===== src/rtl/cmp_unit_pipe_if.sv =====
// -----------------------------------------------------------------------------
// cmp_unit_pipe_if
// Operand/result bundle for the pipelined compare unit.
//   A, B        operands (WIDTH)
//   ALU_FUN     function select (4), captured with the operands
//   CMP_Enable  input valid        CMP_Ready  input ready
//   CMP_OUT     result (WIDTH)     CMP_Flag   output valid
//   OUT_Ready   downstream ready   ACC_Valid  accumulator holds a sample
// master = the ALU sequencer driving operands, slave = cmp_unit_pipe.
// -----------------------------------------------------------------------------
interface cmp_unit_pipe_if #(
   parameter int WIDTH = 16
);
   logic [WIDTH-1:0] A;
   logic [WIDTH-1:0] B;
   logic [3:0]       ALU_FUN;
   logic             CMP_Enable;
   logic             CMP_Ready;
   logic [WIDTH-1:0] CMP_OUT;
   logic             CMP_Flag;
   logic             OUT_Ready;
   logic             ACC_Valid;

   modport master (
      output A, B, ALU_FUN, CMP_Enable, OUT_Ready,
      input  CMP_Ready, CMP_OUT, CMP_Flag, ACC_Valid
   );

   modport slave (
      input  A, B, ALU_FUN, CMP_Enable, OUT_Ready,
      output CMP_Ready, CMP_OUT, CMP_Flag, ACC_Valid
   );
endinterface


===== src/rtl/cmp_unit_pipe.sv =====
// -----------------------------------------------------------------------------
// cmp_unit_pipe
// Two-stage pipelined compare unit with a running min/max accumulator.
//   CLK   clock, rising edge
//   RST   asynchronous, active-low reset
//   bus   cmp_unit_pipe_if.slave (operands, function, handshake, result)
//   HIT_CNT (16) only when CMP_HIT_CNT_EN is defined: saturating count of
//         compare-mode ops (01/10/11) with a nonzero result; cleared by reset
//         and by an accumulator clear op.
// Optional feature macro: CMP_HIT_CNT_EN.
//
// Handshake: a transfer happens on a rising edge where valid & ready are both
// high. The producer keeps valid and payload stable until that edge; ready may
// change at any time and never depends on valid.
//   input side : valid = CMP_Enable, ready = CMP_Ready
//   output side: valid = CMP_Flag,   ready = OUT_Ready
//
// Stage 1 registers A/B/ALU_FUN. Stage 2 computes the result and registers
// CMP_OUT/CMP_Flag; the accumulator is updated in the same step, so a
// following accumulator op in stage 1 always sees the updated value.
// -----------------------------------------------------------------------------
module cmp_unit_pipe #(
   parameter int WIDTH      = 16,
   parameter bit SIGNED_DEF = 1'b0
) (
   input  logic          CLK,
   input  logic          RST,
   cmp_unit_pipe_if.slave bus
`ifdef CMP_HIT_CNT_EN
   ,
   output logic [15:0]   HIT_CNT
`endif
);

   logic             rdy_en;
   logic             s1_valid;
   logic [WIDTH-1:0] s1_a;
   logic [WIDTH-1:0] s1_b;
   logic [3:0]       s1_fun;

   logic [WIDTH-1:0] cmp_out;
   logic             cmp_flag;
   logic [WIDTH-1:0] acc;
   logic             acc_valid;

   logic             s2_ready;
   logic             s1_load;
   logic             s2_load;

   logic             sgn;
   logic             ab_eq;
   logic             ab_gt;
   logic             ab_lt;
   logic             a_gt_acc;
   logic             a_lt_acc;

   logic [WIDTH-1:0] res;
   logic [WIDTH-1:0] acc_nxt;
   logic             acc_valid_nxt;
   logic             hit;
   logic             acc_clr;

   // rdy_en keeps the input closed for the first cycle after reset release.
   assign s2_ready      = !cmp_flag | bus.OUT_Ready;
   assign bus.CMP_Ready = rdy_en & (!s1_valid | s2_ready);
   assign s1_load       = bus.CMP_Enable & bus.CMP_Ready;
   assign s2_load       = s1_valid & s2_ready;

   assign bus.CMP_OUT   = cmp_out;
   assign bus.CMP_Flag  = cmp_flag;
   assign bus.ACC_Valid = acc_valid;

   // Each op carries its own signedness; ACC bits are reinterpreted as-is.
   assign sgn      = s1_fun[2] | SIGNED_DEF;
   assign ab_eq    = (s1_a == s1_b);
   assign ab_gt    = sgn ? ($signed(s1_a) > $signed(s1_b)) : (s1_a > s1_b);
   assign ab_lt    = sgn ? ($signed(s1_a) < $signed(s1_b)) : (s1_a < s1_b);
   assign a_gt_acc = sgn ? ($signed(s1_a) > $signed(acc))  : (s1_a > acc);
   assign a_lt_acc = sgn ? ($signed(s1_a) < $signed(acc))  : (s1_a < acc);

   always_comb begin
      res           = '0;
      acc_nxt       = acc;
      acc_valid_nxt = acc_valid;
      hit           = 1'b0;
      acc_clr       = 1'b0;
      if (!s1_fun[3]) begin
         unique case (s1_fun[1:0])
            2'b00:   res = '0;
            2'b01:   res = ab_eq ? WIDTH'(1) : '0;
            2'b10:   res = ab_gt ? WIDTH'(2) : '0;
            default: res = ab_lt ? WIDTH'(3) : '0;
         endcase
         hit = (s1_fun[1:0] != 2'b00) && (res != '0);
      end else begin
         unique case (s1_fun[1:0])
            2'b00: begin
               acc_nxt       = '0;
               acc_valid_nxt = 1'b0;
               acc_clr       = 1'b1;
            end
            2'b01: begin
               // Equal values keep ACC; the bits are identical either way.
               acc_nxt       = (!acc_valid || a_gt_acc) ? s1_a : acc;
               acc_valid_nxt = 1'b1;
               res           = acc_nxt;
            end
            2'b10: begin
               acc_nxt       = (!acc_valid || a_lt_acc) ? s1_a : acc;
               acc_valid_nxt = 1'b1;
               res           = acc_nxt;
            end
            default: res = acc_valid ? acc : '0;
         endcase
      end
   end

   always_ff @(posedge CLK or negedge RST) begin
      if (!RST) begin
         rdy_en    <= 1'b0;
         s1_valid  <= 1'b0;
         s1_a      <= '0;
         s1_b      <= '0;
         s1_fun    <= '0;
         cmp_out   <= '0;
         cmp_flag  <= 1'b0;
         acc       <= '0;
         acc_valid <= 1'b0;
      end else begin
         rdy_en <= 1'b1;

         if (s1_load) begin
            s1_valid <= 1'b1;
            s1_a     <= bus.A;
            s1_b     <= bus.B;
            s1_fun   <= bus.ALU_FUN;
         end else if (s2_ready) begin
            s1_valid <= 1'b0;
         end

         // When stage 2 is stalled everything below holds.
         if (s2_ready) begin
            cmp_flag <= s1_valid;
         end
         if (s2_load) begin
            cmp_out   <= res;
            acc       <= acc_nxt;
            acc_valid <= acc_valid_nxt;
         end
      end
   end

`ifdef CMP_HIT_CNT_EN
   always_ff @(posedge CLK or negedge RST) begin
      if (!RST) begin
         HIT_CNT <= '0;
      end else if (s2_load) begin
         if (acc_clr) begin
            HIT_CNT <= '0;
         end else if (hit && (HIT_CNT != 16'hFFFF)) begin
            HIT_CNT <= HIT_CNT + 16'd1;
         end
      end
   end
`endif

endmodule


===== src/flat_wrapper.sv =====
// flat-port wrapper written by rule: the top's interface ports become plain ports
module cmp_unit_pipe_flat 
#(
   parameter int WIDTH      = 16,
   parameter bit SIGNED_DEF = 1'b0
)
  (CLK, RST, bus_A, bus_B, bus_ALU_FUN, bus_CMP_Enable, bus_OUT_Ready, bus_CMP_Ready, bus_CMP_OUT, bus_CMP_Flag, bus_ACC_Valid);
  cmp_unit_pipe_if #(.WIDTH(WIDTH)) bus_i ();
  input  logic CLK;
  input  logic RST;
  input wire logic [$bits(bus_i.A)-1:0] bus_A;
  input wire logic [$bits(bus_i.B)-1:0] bus_B;
  input wire logic [$bits(bus_i.ALU_FUN)-1:0] bus_ALU_FUN;
  input wire logic [$bits(bus_i.CMP_Enable)-1:0] bus_CMP_Enable;
  input wire logic [$bits(bus_i.OUT_Ready)-1:0] bus_OUT_Ready;
  output wire logic [$bits(bus_i.CMP_Ready)-1:0] bus_CMP_Ready;
  output wire logic [$bits(bus_i.CMP_OUT)-1:0] bus_CMP_OUT;
  output wire logic [$bits(bus_i.CMP_Flag)-1:0] bus_CMP_Flag;
  output wire logic [$bits(bus_i.ACC_Valid)-1:0] bus_ACC_Valid;
  assign bus_i.A = bus_A;
  assign bus_i.B = bus_B;
  assign bus_i.ALU_FUN = bus_ALU_FUN;
  assign bus_i.CMP_Enable = bus_CMP_Enable;
  assign bus_i.OUT_Ready = bus_OUT_Ready;
  assign bus_CMP_Ready = bus_i.CMP_Ready;
  assign bus_CMP_OUT = bus_i.CMP_OUT;
  assign bus_CMP_Flag = bus_i.CMP_Flag;
  assign bus_ACC_Valid = bus_i.ACC_Valid;
  cmp_unit_pipe #(.WIDTH(WIDTH), .SIGNED_DEF(SIGNED_DEF)) u_core (.CLK(CLK), .RST(RST), .bus(bus_i));
endmodule

===== config.mk =====
export PLATFORM = sky130hd
export DESIGN_NAME = cmp_unit_pipe_flat
export DESIGN_NICKNAME = d
export VERILOG_FILES = /design/src/rtl/cmp_unit_pipe_if.sv /design/src/rtl/cmp_unit_pipe.sv /design/src/flat_wrapper.sv
export SDC_FILE = /design/constraint.sdc
export NUM_CORES = 1
export LEC_CHECK = 0
export CORE_ASPECT_RATIO = 1.1
export CORE_MARGIN = 2
export CORE_UTILIZATION = 30
export DETAILED_ROUTE_END_ITERATION = 12
export REMOVE_ABC_BUFFERS = 1
export SYNTH_ARGS = -nofsm -noshare
export SYNTH_HDL_FRONTEND = slang
export SYNTH_SLANG_ARGS = --single-unit

===== constraint.sdc =====
create_clock -name CLK -period 4.35 [get_ports CLK]
set_input_delay 0.435 -clock CLK [delete_from_list [all_inputs] [get_ports CLK]]
set_output_delay 0.435 -clock CLK [all_outputs]
set_load 0.01 [all_outputs]

* After elaboration in Yosys (flattened, before gate mapping)
Index checks and enable logic that the tools add are counted.
Word-level totals: flip-flop bits (word level) 72, input port bits 40
Operators by class: $lt $le $gt $ge 8, equal/unequal tests 3, mux-type cells 17, bitwise operators 5, reductions and logical operators 12
Operators by type and width (count):
- 16-bit case mux with 3 select lines | 3
- 16-bit greater-than comparator | 4
- 16-bit less-than comparator | 4
- 16-bit 2-to-1 mux | 4
- 16-bit equality test | 1
- 1-bit 2-to-1 mux | 7
- 3-bit AND reduction | 2
- 2-bit 2-to-1 mux | 2
- 2-bit nonzero test | 2
- 1-bit bitwise AND | 3
- 1-bit logical NOT | 3
- 3-bit nonzero test | 1
- 2-bit by 1-bit equality test with 1-bit output, second input constant | 1
- 2-bit equality test, second input constant | 1
- 2-bit logical NOT | 1
- 1-bit logical OR | 2
- 1-bit OR | 2
- 1-bit case mux with 2 select lines | 1
- 2-bit OR reduction | 1

* Logic depth before layout (Yosys ltp)
Gate-level depths: netlist (run 1).
depth in word-level cells 6, mapped depth 11, gate-level depth less buffers 10

* Worst setup path after synthesis (run 1)
OpenSTA, ideal clock, no wires.
path kind reg-to-reg, start register u_core.s1_a[14], end register u_core.acc[10], library setup time 121 ps, arrival time 2550 ps, required time 4229 ps, path slack 1679 ps, cell stages (with the launch flop) 10, path through dfrtp_1 -> ha_1 -> nand4_2 -> nor4_2 -> a21boi_4 -> o311ai_2 -> and4_4 -> or4_4 -> buf_6 -> a32o_2
On the way: cells in the longest elaborated chain, start to end 5
RTL lines:
- start: declaration | line cmp_unit_pipe.sv:37 | logic [WIDTH-1:0] s1_a;
- start signal: assignment | line cmp_unit_pipe.sv:134 | s1_a <= bus.A;
- 16-bit less-than comparator or 16-bit greater-than comparator (tied branches) | line cmp_unit_pipe.sv:79, cmp_unit_pipe.sv:78
- 1-bit 2-to-1 mux, on equally long branches | line cmp_unit_pipe.sv:79, cmp_unit_pipe.sv:78
- 1-bit logical OR, on equally long branches | line cmp_unit_pipe.sv:109, cmp_unit_pipe.sv:104
- 16-bit 2-to-1 mux, on equally long branches | line cmp_unit_pipe.sv:109, cmp_unit_pipe.sv:104
- 16-bit case mux with 3 select lines * | line cmp_unit_pipe.sv:96 | unique case (s1_fun[1:0])
- end signal: assignment | line cmp_unit_pipe.sv:147 | acc <= acc_nxt;
- end: declaration | line cmp_unit_pipe.sv:43 | logic [WIDTH-1:0] acc;
Mark *: on every way between the ends. The rest lies on a longest branch, timed or not. A chain may end at the register's enable or synchronous reset.

* Worst setup path in the final report (run 1)
start register u_core.acc[5], end register u_core.cmp_out[11] (netlist: u_core.bus.CMP_OUT[11])
On the way: cells in the longest elaborated chain, start to end 6
RTL lines:
- 16-bit less-than comparator or 16-bit greater-than comparator (tied branches) | line cmp_unit_pipe.sv:79, cmp_unit_pipe.sv:78
- 1-bit 2-to-1 mux, on equally long branches | line cmp_unit_pipe.sv:79, cmp_unit_pipe.sv:78
- 1-bit logical OR, on equally long branches | line cmp_unit_pipe.sv:109, cmp_unit_pipe.sv:104
- 16-bit 2-to-1 mux, on equally long branches | line cmp_unit_pipe.sv:109, cmp_unit_pipe.sv:104
- 16-bit case mux with 3 select lines * | line cmp_unit_pipe.sv:96
- 16-bit 2-to-1 mux * | line cmp_unit_pipe.sv:87 | if (!s1_fun[3]) begin
- end signal: assignment | line cmp_unit_pipe.sv:146 | cmp_out <= res;
- end: declaration | line cmp_unit_pipe.sv:41 | logic [WIDTH-1:0] cmp_out;
Marked as above.

==> metrics.txt, run 1 <==
first-pass GRT wire length=15,600 um; crit path time final=3.18 ns; crit share post-route=73.1%; routed len/inst=15.8 um; Clock Sinks=72; Via Count=3,028; Final GP Congestion=0.855; # IOs=59; post-CTS setup buffer count=0; CTS Buf Count=9; vias in the first global route=3,052; crit path kind=reg -> reg; clk buf depth=2; 1st-iter DRT viols=93; Placed Cells=593; Critical-path top delay cell=o22ai_1; post-synthesis mux area share=13.4%; worst reg-to-reg setup slack=1.17 ns; largest family of logic cells by synthesized area=compound AO/OA/AOI/OAI gates; r2r worst-path depth=10; Finished Layout Cells=608; leak pwr=2.25 nW; FMAX=315 MHz; top post-synthesis cells by count=72 x dfrtp_1, 37 x inv_1, 36 x mux2_2; largest net degree at the start of global routing=38; worst setup path end=u_core.bus.CMP_OUT[11]; syn avg cell area=11.3 sq um; setup ws final=1.17 ns; CP startpoint=u_core.acc[5]; max cap viols=0; CP arrival=3.44 ns; Final Max Slew Viols=0; nature of the critical path endpoint=flop; cells after synthesis=361; worst clock skew=0.00288 ns; total of warnings raised by yosys=0; post-DP HPWL=7100 um; Fin Setup TNS=0 ns; Hold Violations, Final=0; Synth Area in Simple Gates=10.9%; ys async rst share=100%; Peak VDD IR=0.192 mV; die area=0.0146 sq mm; Worst R2R End=u_core.bus.CMP_OUT[11]; # H-tree levels=3; DRC=0; Worst Hold Class=in -> async; sequential share of the synthesized area=44.1%; share of cells above drive strength 1=17.2%; actual slew at the worst max-slew pin=1.08 ns; CTS Root Cell=clkbuf_16; Synth Cell Area=0.00408 sq mm; GRT Util Overall=13.8%; worst path cell trace=inv_1 -> ha_1 -> a211oi_1 -> nor2_1 -> o21a_1 -> o311ai_2 -> and4_4 -> nor3_1 -> o22ai_1 -> a221o_1; post-synth top area share=44.1%; Cell variety after synth=53; Synth Flop Type=dfrtp_1; Place WS=1.23 ns; Synth Area in Adders=10.7%; RSZ-0062 raised after global routing=no; EDFF count, synth=0; Area Overhead vs Synth=24.9%; IO buf count=58; CORE AREA=0.0133 sq mm; num rows=44; largest fanout on the critical path=10; Synth area leaders=dfrtp_1 44%, ha_1 11%, mux2_2 9.9%, mux2i_1 3.4%, inv_1 3.4%; final wirelength=9610 um; Synth area leader=dfrtp_1; CTS tree=yes; Required @ worst endpoint=4.61 ns; final setup vio count=0; Initial DRT Pass Iterations=5; initial antenna violation count=0; Initial Util=30.8%; startpoint types=flop; die extent in y=126 um; Fillers=1,290; Clk Latency, worst-skew pair=0.33 ns; ANT nets after route=0; Hold-fix buffers, CTS=0; CP max stage delay=0.83 ns; status=finished, final reports clean; Synth Area in XOR/XNOR=0%; Vias/cell=4.98; gr ovfl total=0; compound-cell area share of the yosys netlist=15.6%; Final nets=495; Design Power=2.46 mW; Worst slew margin=28.2%; clock transition at the registers of the reported paths=0.05 ns; cts repair resizes=0; Cell Pwr Density=482 mW/mm^2; Yosys reg bits=72; n_diodes=0; RR Startpoint=u_core.acc[5]; top-count cell post-synth=dfrtp_1; Die X=115 um
layout make-up:
class | count | area (sq um) | share of cell area [%]
multi-input combinational | 240 | 2070 | 40.6
sequential | 72 | 1800 | 35.3
timing repair buffer | 60 | 591 | 11.6
clock buffer | 15 | 268 | 5.25
tap | 184 | 230 | 4.51
inverter | 37 | 139 | 2.72
metrics by stage:
step / hold slack [ns] / area (sq um) / utilization, %
after global placement: 0.492 / 4830 / 36.4
after detailed placement: 0.495 / 4830 / 36.4
after floorplan: 0.139 / 4010 / -
after CTS: 0.239 / 5100 / 38.4
after global routing: 0.284 / 5100 / 38.4
final: 0.211 / 5100 / 38.4
worst max-delay path, delay by kind of cell (launching register included):
kind / cells / cell delay, ns
simple gates: 3 / 0.41
buf+inv: 1 / 0.07
fa+ha+maj: 1 / 0.31
flops: 1 / 0.38
compound gates: 5 / 1.94
layout by cell type, fill, tap and decap left out, types with 2 or more instances in the layout:
cell type / n
nand4_1: 3
clkbuf_1: 4
a32o_2: 10
clkbuf_16: 9
nor2_4: 2
and2_1: 12
o211ai_1: 2
buf_4: 2
a221o_1: 10
mux2i_1: 14
o21ai_0: 9
or3_1: 3
o21bai_1: 2
mux2_2: 36
inv_1: 37
a22oi_1: 4
a21oi_1: 16
nand2b_1: 5
nand3_1: 6
clkdlybuf4s50_1: 57
nor2_1: 7
ha_1: 35
dfrtp_1: 72
nand2_1: 15
and3_2: 2
clkbuf_8: 2
o22a_1: 6
nor3_1: 3
a211oi_1: 4
o22ai_1: 7
nor2b_1: 4
state kept, by name, summed over array words and instances (netlist names):
register and flops:
u_core.bus.ACC_Valid 1, u_core.acc 16, u_core.s1_b 16, u_core.bus.CMP_OUT 16, u_core.s1_fun 4, u_core.s1_a 16
u_core.s1_valid 1, u_core.rdy_en 1, u_core.bus.CMP_Flag 1
worst min-delay path by stage:
stage / slack, ns / to / cells after the start / startpoint
global route: 0.28 / u_core.rdy_en / 1 / RST
floorplan: 0.14 / u_core.acc[0] / 0 / RST
global placement: 0.49 / u_core.s1_b[11] / 1 / u_core.s1_b[11]
CTS: 0.24 / u_core.rdy_en / 1 / RST
detailed placement: 0.49 / u_core.s1_b[5] / 1 / u_core.s1_b[5]
finish: 0.21 / u_core.rdy_en / 1 / RST
cells by family (layout without fill, tap and decap cells):
| kind of cell | Yosys count | in the layout |
|---|---|---|
| DFF | 72 | 72 |
| and+or+nand+nor | 73 | 73 |
| muxes | 50 | 50 |
| adders and majority gates | 35 | 35 |
| AOI/OAI and AO/OA | 81 | 81 |
| other | 1 | 1 |
| buffers and inverters | 49 | 112 |
where the power goes:
group / total [mW] / leakage (nW) / switching [mW] / internal (mW)
Combinational: 0.837 / 1.21 / 0.409 / 0.429
Sequential: 0.953 / 0.905 / 0.140 / 0.813
Clock: 0.667 / 0.130 / 0.253 / 0.415
Total: 2.46 / 2.25 / 0.801 / 1.66
layer usage:
layer | track usage, % | wire length, um
met5 | 0 | 0
met2 | 21.8 | 4710
met4 | 6.02 | 214
met1 | 18.3 | 4230
met3 | 2.72 | 450
Note: power is estimated with default switching activity, not from simulation.
==> run 2: changes to the inputs <==
==> constraint.sdc (replaced) <==
create_clock -name CLK -period 3.2 [get_ports CLK]
set_input_delay 0.32 -clock CLK [delete_from_list [all_inputs] [get_ports CLK]]
set_output_delay 0.32 -clock CLK [all_outputs]
set_load 0.01 [all_outputs]
==> run 2 against run 1 <==
Critical path depth shrank 1. Count of clock-buffer cells in the layout shrank 5. Die area is the same. Core utilization grew 0.75 points. Worst setup slack lost 0.88 ns. Global-route usage grew 0.21 points. Register-to-register slack lost 0.88 ns. Routed wire length shrank 0.30%. Largest power group unchanged.
==> metrics.txt, run 2 (synthesis gave the netlist of run 1 again) <==
status=finished, final reports clean; Final GP Congestion=0.889 (+4.0%); Final nets=502 (+1.4%); Top Metal Used=met4; clock transition at the registers of the reported paths=0.06 ns (about the same); initial antenna violation count=0 (unchanged); # H-tree levels=3 (unchanged); sw frac=33.0% (+0.40 points); Via Count=3,047 (+0.63%); final wirelength=9580 um (-0.30%); routed len/inst=15.5 um (-1.6%); final setup vio count=0 (unchanged); CP arrival=3.13 ns (-0.31 ns); Die X=115 um (unchanged); met3 wire length=398 um (-12%); first-pass GRT wire length=15,800 um (+1.3%); r2r worst-path depth=9 (-1); vias in the first global route=3,093 (+1.3%); CP max stage delay=0.42 ns (-0.41 ns); share of cells above drive strength 1=19.9% (+2.7 points); max cap viols=0 (unchanged); sw power=1.15 mW (+43%); 1st-iter DRT viols=174 (+87%); met1 WL=4320 um (+2.1%); largest net degree at the start of global routing=49 (+29%); die area=0.0146 sq mm (unchanged); FMAX=343 MHz (+9.1%); Initial Util=30.8% (unchanged); CORE AREA=0.0133 sq mm (unchanged); setup ws final=0.286 ns (-0.885 ns); DRC=0 (unchanged); Area Overhead vs Synth=27.3%; # IOs=59 (unchanged); CTS Buf Count=9 (unchanged); startpoint types=flop; crit path time final=2.91 ns (-0.265 ns); Clk pwr share=29.3% (+2.2 points); combinational share of power=33.6% (-0.5 points); Required @ worst endpoint=3.42 ns (-1.19 ns); Critical-path top delay cell=dfrtp_1; Worst slew margin=28.6% (+0.47 points); WP buf/inv=0 (-1); Final Max Slew Viols=0 (unchanged); CTS Root Cell=clkbuf_16; Place WS=0.121 ns (-1.11 ns); num rows=44 (unchanged); RR Startpoint=u_core.s1_a[14]; worst reg-to-reg setup slack=0.29 ns (-0.88 ns); CTS tree=yes; Hold Violations, Final=0 (unchanged); GRT Util Overall=14.0% (+0.21 points); Vias/cell=4.95 (-0.68%); metal2 WL=4630 um (-1.6%); Clock Sinks=72 (unchanged); most frequent cells in the layout=72 x dfrtp_1, 57 x clkdlybuf4s50_1, 37 x inv_1, 36 x mux2_2, 35 x ha_1; worst clock skew=0.00658 ns (+0.00370 ns); worst path cell trace=ha_1 -> nand4_2 -> nor4_2 -> a21boi_4 -> nand4bb_2 -> and3_2 -> o22a_2 -> nor2_4 -> a221o_1; nature of the critical path endpoint=flop; Reg power frac=37.1% (-1.7 points); P_int=2.33 mW (+41%); post-DP HPWL=7190 um (+1.3%); commonest non-fill, non-tap cell in the layout=dfrtp_1; Hold-fix buffers, CTS=0 (unchanged); gr ovfl total=0 (unchanged); clk buf depth=2 (unchanged); n_diodes=0 (unchanged); crit share post-route=91.1% (+18 points); die extent in y=126 um (unchanged); largest fanout on the critical path=10 (unchanged); RSZ-0062 raised after global routing=no; Fin Setup TNS=0 ns (unchanged); leak pwr=2.29 nW (+1.9%); crit path kind=reg -> reg; ANT nets after route=0 (unchanged); Worst Hold Class=in -> async; Cell Pwr Density=670 mW/mm^2 (+39%); actual slew at the worst max-slew pin=1.07 ns (-0.00705 ns); kind of cell adding the most delay to the critical path=simple AND/OR/NAND/NOR gates; Peak VDD IR=0.259 mV (+35%); IO buf count=58 (unchanged); Clk Latency, worst-skew pair=0.34 ns (about the same); Worst R2R End=u_core.bus.CMP_OUT[10]; Initial DRT Pass Iterations=5 (unchanged)
## run 2: layout make-up
cell class                 count  area (sq um)
clock buffer                  10           239
clock inverter                 6          68.8
fill                        1281          8070
inverter                      37           139
multi-input combinational    240          2080
sequential                    72          1800
tap                          184           230
timing repair buffer          67           643
## run 2: worst max-delay path by stage
| stage | startpoint | endpoint | slack, ns | depth (start not counted) |
|---|---|---|---|---|
| 2_1_floorplan | u_core.s1_a[14] | u_core.acc[10] | 0.58 | 8 |
| 3_3_place_gp | u_core.s1_a[14] | u_core.bus.CMP_OUT[11] | 0.23 | 9 |
| 3_5_place_dp | u_core.s1_a[14] | u_core.bus.CMP_OUT[6] | 0.12 | 9 |
| 4_1_cts | u_core.s1_a[14] | u_core.bus.CMP_OUT[10] | 0.11 | 9 |
| 5_1_grt | u_core.s1_a[14] | u_core.bus.CMP_OUT[10] | 0.10 | 9 |
| 6_report | u_core.s1_a[14] | u_core.bus.CMP_OUT[10] | 0.29 | 9 |
## run 2: metal layers
layer / GRT usage, % / vias up
li1: - / 1465
met1: 18.2 / 1494
met2: 22.3 / 71
met3: 2.82 / 17
met4: 6.66 / 0
met5: 0 / -
## run 2: what timing repair did
item / in CTS / in global routing
setup endpoints to repair: 0 / 10
gates resized for setup: 0 / 1
setup buffers: 0 / 0
## run 2: metrics by stage
step	hold WS (ns)	cell area, sq um	std cells	power (mW)	utilization [%]
2_1_floorplan	0.0244	4010	349	2.04	-
3_3_place_gp	0.492	4880	600	2.45	36.8
3_5_place_dp	0.496	4880	600	2.48	36.8
4_1_cts	0.227	5190	616	3.53	39.1
5_1_grt	0.281	5200	616	3.72	39.2
6_report	0.182	5200	616	3.48	39.2
## run 2: power groups by stage
stage	combinational [mW]	sequential, mW	clock [mW]
4_1_cts	1.18	1.29	1.05
3_5_place_dp	1.18	1.31	0
3_3_place_gp	1.15	1.30	0
6_report	1.17	1.29	1.02
5_1_grt	1.31	1.33	1.08
2_1_floorplan	0.761	1.28	0
==> variant 1 (config.mk and constraints of run 1) <==
`WIDTH` is set to 16 in 3 places; all go to 20.
--- a/src/rtl/cmp_unit_pipe_if.sv
+++ b/src/rtl/cmp_unit_pipe_if.sv
@@ -11,3 +11,3 @@
 interface cmp_unit_pipe_if #(
-   parameter int WIDTH = 16
+   parameter int WIDTH = 20
 );
--- a/src/rtl/cmp_unit_pipe.sv
+++ b/src/rtl/cmp_unit_pipe.sv
@@ -22,3 +22,3 @@
 module cmp_unit_pipe #(
-   parameter int WIDTH      = 16,
+   parameter int WIDTH      = 20,
    parameter bit SIGNED_DEF = 1'b0
--- a/src/flat_wrapper.sv
+++ b/src/flat_wrapper.sv
@@ -3,3 +3,3 @@
 #(
-   parameter int WIDTH      = 16,
+   parameter int WIDTH      = 20,
    parameter bit SIGNED_DEF = 1'b0
Interface: changed (resized bus_A, bus_B and bus_CMP_OUT); port bits go from 59 to 71. No check against the original RTL was run, so the function may have changed too.
==> variant 1 against run 1 <==
  * Final area is 19% higher
  * Via count is 22% higher
  * Worst setup slack worse by 82 ps
  * Critical path depth is 1 lower
  * Wire length is 25% higher
  * Hold slack worse by 100 ps
  * Power is 23% higher
  * Cell count is 21% higher
  * Clock skew is 4.3 ps higher
  * Sequential cell count is 16 higher
  * Sequential share of layout area is 0.86 points higher
  * Critical endpoint is now u_core.bus.CMP_OUT[0]
  * Area after synthesis is 21% higher
  * Core utilization is 0.84 points lower
==> variant 1: results (changes against run 1) <==
status finished, final reports clean; # port buffers 70 (+21%); cell count after placement 718 (+21%); slowest stage delay, CP 490 ps (-340 ps); ys async rst share 100.0% (unchanged); reg2reg end u_core.bus.CMP_OUT[0]; worst-path maximum fanout 7 (-3); DR iter-0 viols 208 (+120%); antenna cell count 0 (unchanged); initial antenna violation count 0 (unchanged); H-tree depth 3 (unchanged); Slew Limit Headroom 26.68% (-1.5 points); WL/cell 16.40 microns (+3.8%); Setup Fix Bufs, Post-CTS 0 (unchanged); cell count of the worst reg-to-reg path 9 (-1); Max IR drop VDD 166.5 uV (-13%); Final Non-Filler Cells 733 (+21%); share of cells above drive strength 1 13.61% (-3.6 points); Post-synth top cells 88 x dfrtp_1, 49 x mux2_2, 44 x inv_1, 43 x ha_1, 32 x a21oi_1; RD Place Congestion 0.8393 (-1.8%); Hold Slack 109.4 ps (-101.9 ps); Crit-path slowest cell o41ai_2; Worst Clk Skew 7.210 ps (+4.330 ps); PostCTS Resize Cnt 0 (unchanged); buffer type at the clock tree root clkbuf_16; Top pwr grp registers; reg-to-reg startpoint u_core.s1_a[18]; NumNets Final 616 (+24%); sequential share of power 39.6% (+0.8 points); global-route wire length before repair 20420 microns (+31%); crit path DAT 3490 ps (+50 ps); type of the worst min-delay path input pin to asynchronous set/reset pin; Syn. warnings 0 (unchanged); detailed-route via count 3707 (+22%); worst-case clock buffer depth 2 (unchanged); Setup WS pre-CTS 1092 ps (-140.0 ps); Num CTS Buffers 9 (unchanged); Skew-Pair Late Insertion Delay 340 ps; DP HPWL 8666 microns (+22%); largest net degree at the start of global routing 51 (+34%); Clk network pwr share 22.8% (-4.3 points); share of the yosys chip area belonging to registers 44.73% (+0.61 points); Yosys cell types 53 (unchanged); switch share 34.45% (+1.9 points); fill count 1629 (+26%); vias in the first global route 3950 (+29%); Area contributors post-synth dfrtp_1 45%, mux2_2 11%, ha_1 11%; All-Layer GR Usage 14.56% (+0.76 points); static leakage 0.002616 uW (+16%); CP top delay family simple AND/OR/NAND/NOR gates; drt first pass iters 4 (-1); synthesized instance count 458 (+27%); CTS clk-pin slew, worst paths 60 ps
[variant 1: cell count changes in the layout (fill, tap and decap cells not counted), moves of 12 or more]
cell / run 1 / this run
a21oi_1: 16 / 32
dfrtp_1: 72 / 88
mux2_2: 36 / 49
nand2_1: 15 / 28
a22o_1: 1 / 13
clkdlybuf4s50_1: 57 / 69
mux2i_1: 14 / 2
[variant 1: kinds of logic (layout without fill, tap and decap cells)]
family	count (synthesis)	after routing	synth area share, %
muxes	57	57	13.06
buffers and inverters	62	133	4.829
other	1	1	0.07617
DFF	88	88	44.73
adders and majority gates	43	43	10.93
AOI/OAI and AO/OA	116	116	16.77
xor gates and xnor gates	1	1	0.1779
and+or+nand+nor	90	90	9.428
[variant 1: how the worst max path moves through the flow]
stage	from	to	slack, ps
detailed placement	u_core.s1_a[19]	u_core.bus.CMP_OUT[0]	1090
floorplan	u_core.s1_a[19]	u_core.bus.CMP_OUT[0]	1410
finish	u_core.s1_a[18]	u_core.bus.CMP_OUT[0]	1090
global placement	u_core.s1_a[19]	u_core.bus.CMP_OUT[0]	1140
CTS	u_core.s1_a[18]	u_core.bus.CMP_OUT[0]	1080
global route	u_core.s1_a[11]	u_core.acc[4]	900
[variant 1: final cells by class]
type,instances,area share (%)
clock buffers,14,4.009
clock inverters,1,0.08224
inverters,44,2.714
multi-input cells,308,40.85
flip-flops and latches,88,36.18
well taps,204,4.194
repair buffers,74,11.97
[variant 1: through the flow]
step,area (sq um),total power (uW)
4_1_cts,6086,3056
3_5_place_dp,5837,2347
2_1_floorplan,4851,1937
5_1_grt,6086,3258
3_3_place_gp,5837,2314
6_report,6086,3021
[variant 1: routing by layer]
metal  up-vias  track usage (%)  share of wire, %
li1       1806                -                 -
met1      1809            18.34                46
met2        80            24.53                49
met3        12            3.328               4.0
met4         0            5.032               1.5
met5         -                0                 0
==> variant 2 (settings of run 1) <==
Without the edit above. `SIGNED_DEF` is set to 1'b0 in 2 places; all go to 1'b1.
--- a/src/rtl/cmp_unit_pipe.sv
+++ b/src/rtl/cmp_unit_pipe.sv
@@ -23,3 +23,3 @@
    parameter int WIDTH      = 16,
-   parameter bit SIGNED_DEF = 1'b0
+   parameter bit SIGNED_DEF = 1'b1
 ) (
--- a/src/flat_wrapper.sv
+++ b/src/flat_wrapper.sv
@@ -4,3 +4,3 @@
    parameter int WIDTH      = 16,
-   parameter bit SIGNED_DEF = 1'b0
+   parameter bit SIGNED_DEF = 1'b1
 )
Formal check against the unedited RTL: not equivalent (Yosys sat finds a counterexample within 4 cycles, from zero or initial values and one cycle with RST low).
==> variant 2 against run 1 <==
  * Wire length is 6.5% lower
  * Final area down 3.3%
  * Worst setup slack better by 150 ps
  * Critical endpoint is now u_core.acc[5]
  * Highest routed layer unchanged
  * Area after synthesis fell by 4.8%
  * Sequential cell count is 1 lower
  * Critical path depth fell by 2
  * Power grew 6.0%
==> variant 2: results (changes against run 1) <==
status finished, final reports clean; Global Route met1 Usage 17.02% (-1.3 points); RD Place Congestion 0.8752 (+2.4%); NumNets Final 491 (-0.81%); global-route wire length before repair 14910 microns (-4.2%); All-Layer GR Usage 13.70% (-0.090 points); worst-path maximum fanout 11 (+1); cell count after placement 562 (-5.2%); Routed WL 8978 microns (-6.5%); DP HPWL 6536 microns (-7.9%); detailed-route via count 2972 (-1.8%); syn_area_per_cell 10.89 sq um (-3.7%); Max IR drop VDD 196.0 uV (+2.3%); cell count of the worst reg-to-reg path 8 (-2); fin crit period 3025 ps (-153.5 ps); share of cells above drive strength 1 17.58% (+0.36 points); drt first pass iters 4 (-1); vias in the first global route 3096 (+1.4%); share of the yosys chip area belonging to registers 45.70% (+1.6 points); start point of the critical path u_core.s1_a[11]; Post-synth top cells 71 x dfrtp_1, 44 x mux2_2, 36 x inv_1, 35 x ha_1, 32 x nand2_1; FF-to-FF setup slack 1320 ps (+150 ps); crit path DAT 3300 ps (-140 ps); static leakage 0.002179 uW (-3.1%); Area contributors post-synth dfrtp_1 46%, mux2_2 13%, ha_1 11%; post-synthesis adder-cell area fraction 11.26% (+0.54 points); DR iter-0 viols 98 (+5.4%)
variant 2: area by class of cell:
type / instances / area [sq um] / area share (%)
Tap cell: 157 / 196.4 / 3.982
Clock inverter: 7 / 87.58 / 1.775
Multi-Input combinational cell: 236 / 1909 / 38.70
Inverter: 36 / 135.1 / 2.739
Clock buffer: 9 / 225.2 / 4.565
Timing Repair Buffer: 62 / 603.1 / 12.22
Sequential cell: 71 / 1777 / 36.01
variant 2: layer usage:
layer / wire [microns] / vias to the layer above
li1: - / 1414
met1: 4087 / 1458
met2: 4298 / 88
met3: 408 / 12
met4: 184 / 0
met5: 0 / -
variant 2: cells by family (layout without fill, tap and decap cells):
| group | after synthesis | count (layout) |
|---|---|---|
| AO/OA/AOI/OAI | 83 | 83 |
| AND/OR/NAND/NOR | 73 | 73 |
| flip-flops | 71 | 71 |
| buffers and inverters | 50 | 114 |
| multiplexers | 44 | 44 |
| adder cells (fa/ha/maj) | 35 | 35 |
| other | 1 | 1 |
variant 2: worst max-delay path: stages, from the launching register on:
cell      delay [ps]
dfrtp_1          430
ha_1             330
nand4_1          190
nor3_1           210
o21ai_1          110
a21oi_1          310
o21ai_0          210
a311oi_2         890
a22o_1           270
variant 2: where the power goes:
group	switching [uW]	internal [uW]
Combinational	423	441
Clock	286	497
Sequential	139	819
Total	848	1760
variant 2: worst max path at each step:
stage	to	depth (start not counted)
CTS	u_core.acc[11]	8
detailed placement	u_core.acc[11]	8
global placement	u_core.acc[5]	8
floorplan	u_core.bus.CMP_OUT[10]	10
global route	u_core.acc[9]	8
finish	u_core.acc[5]	8
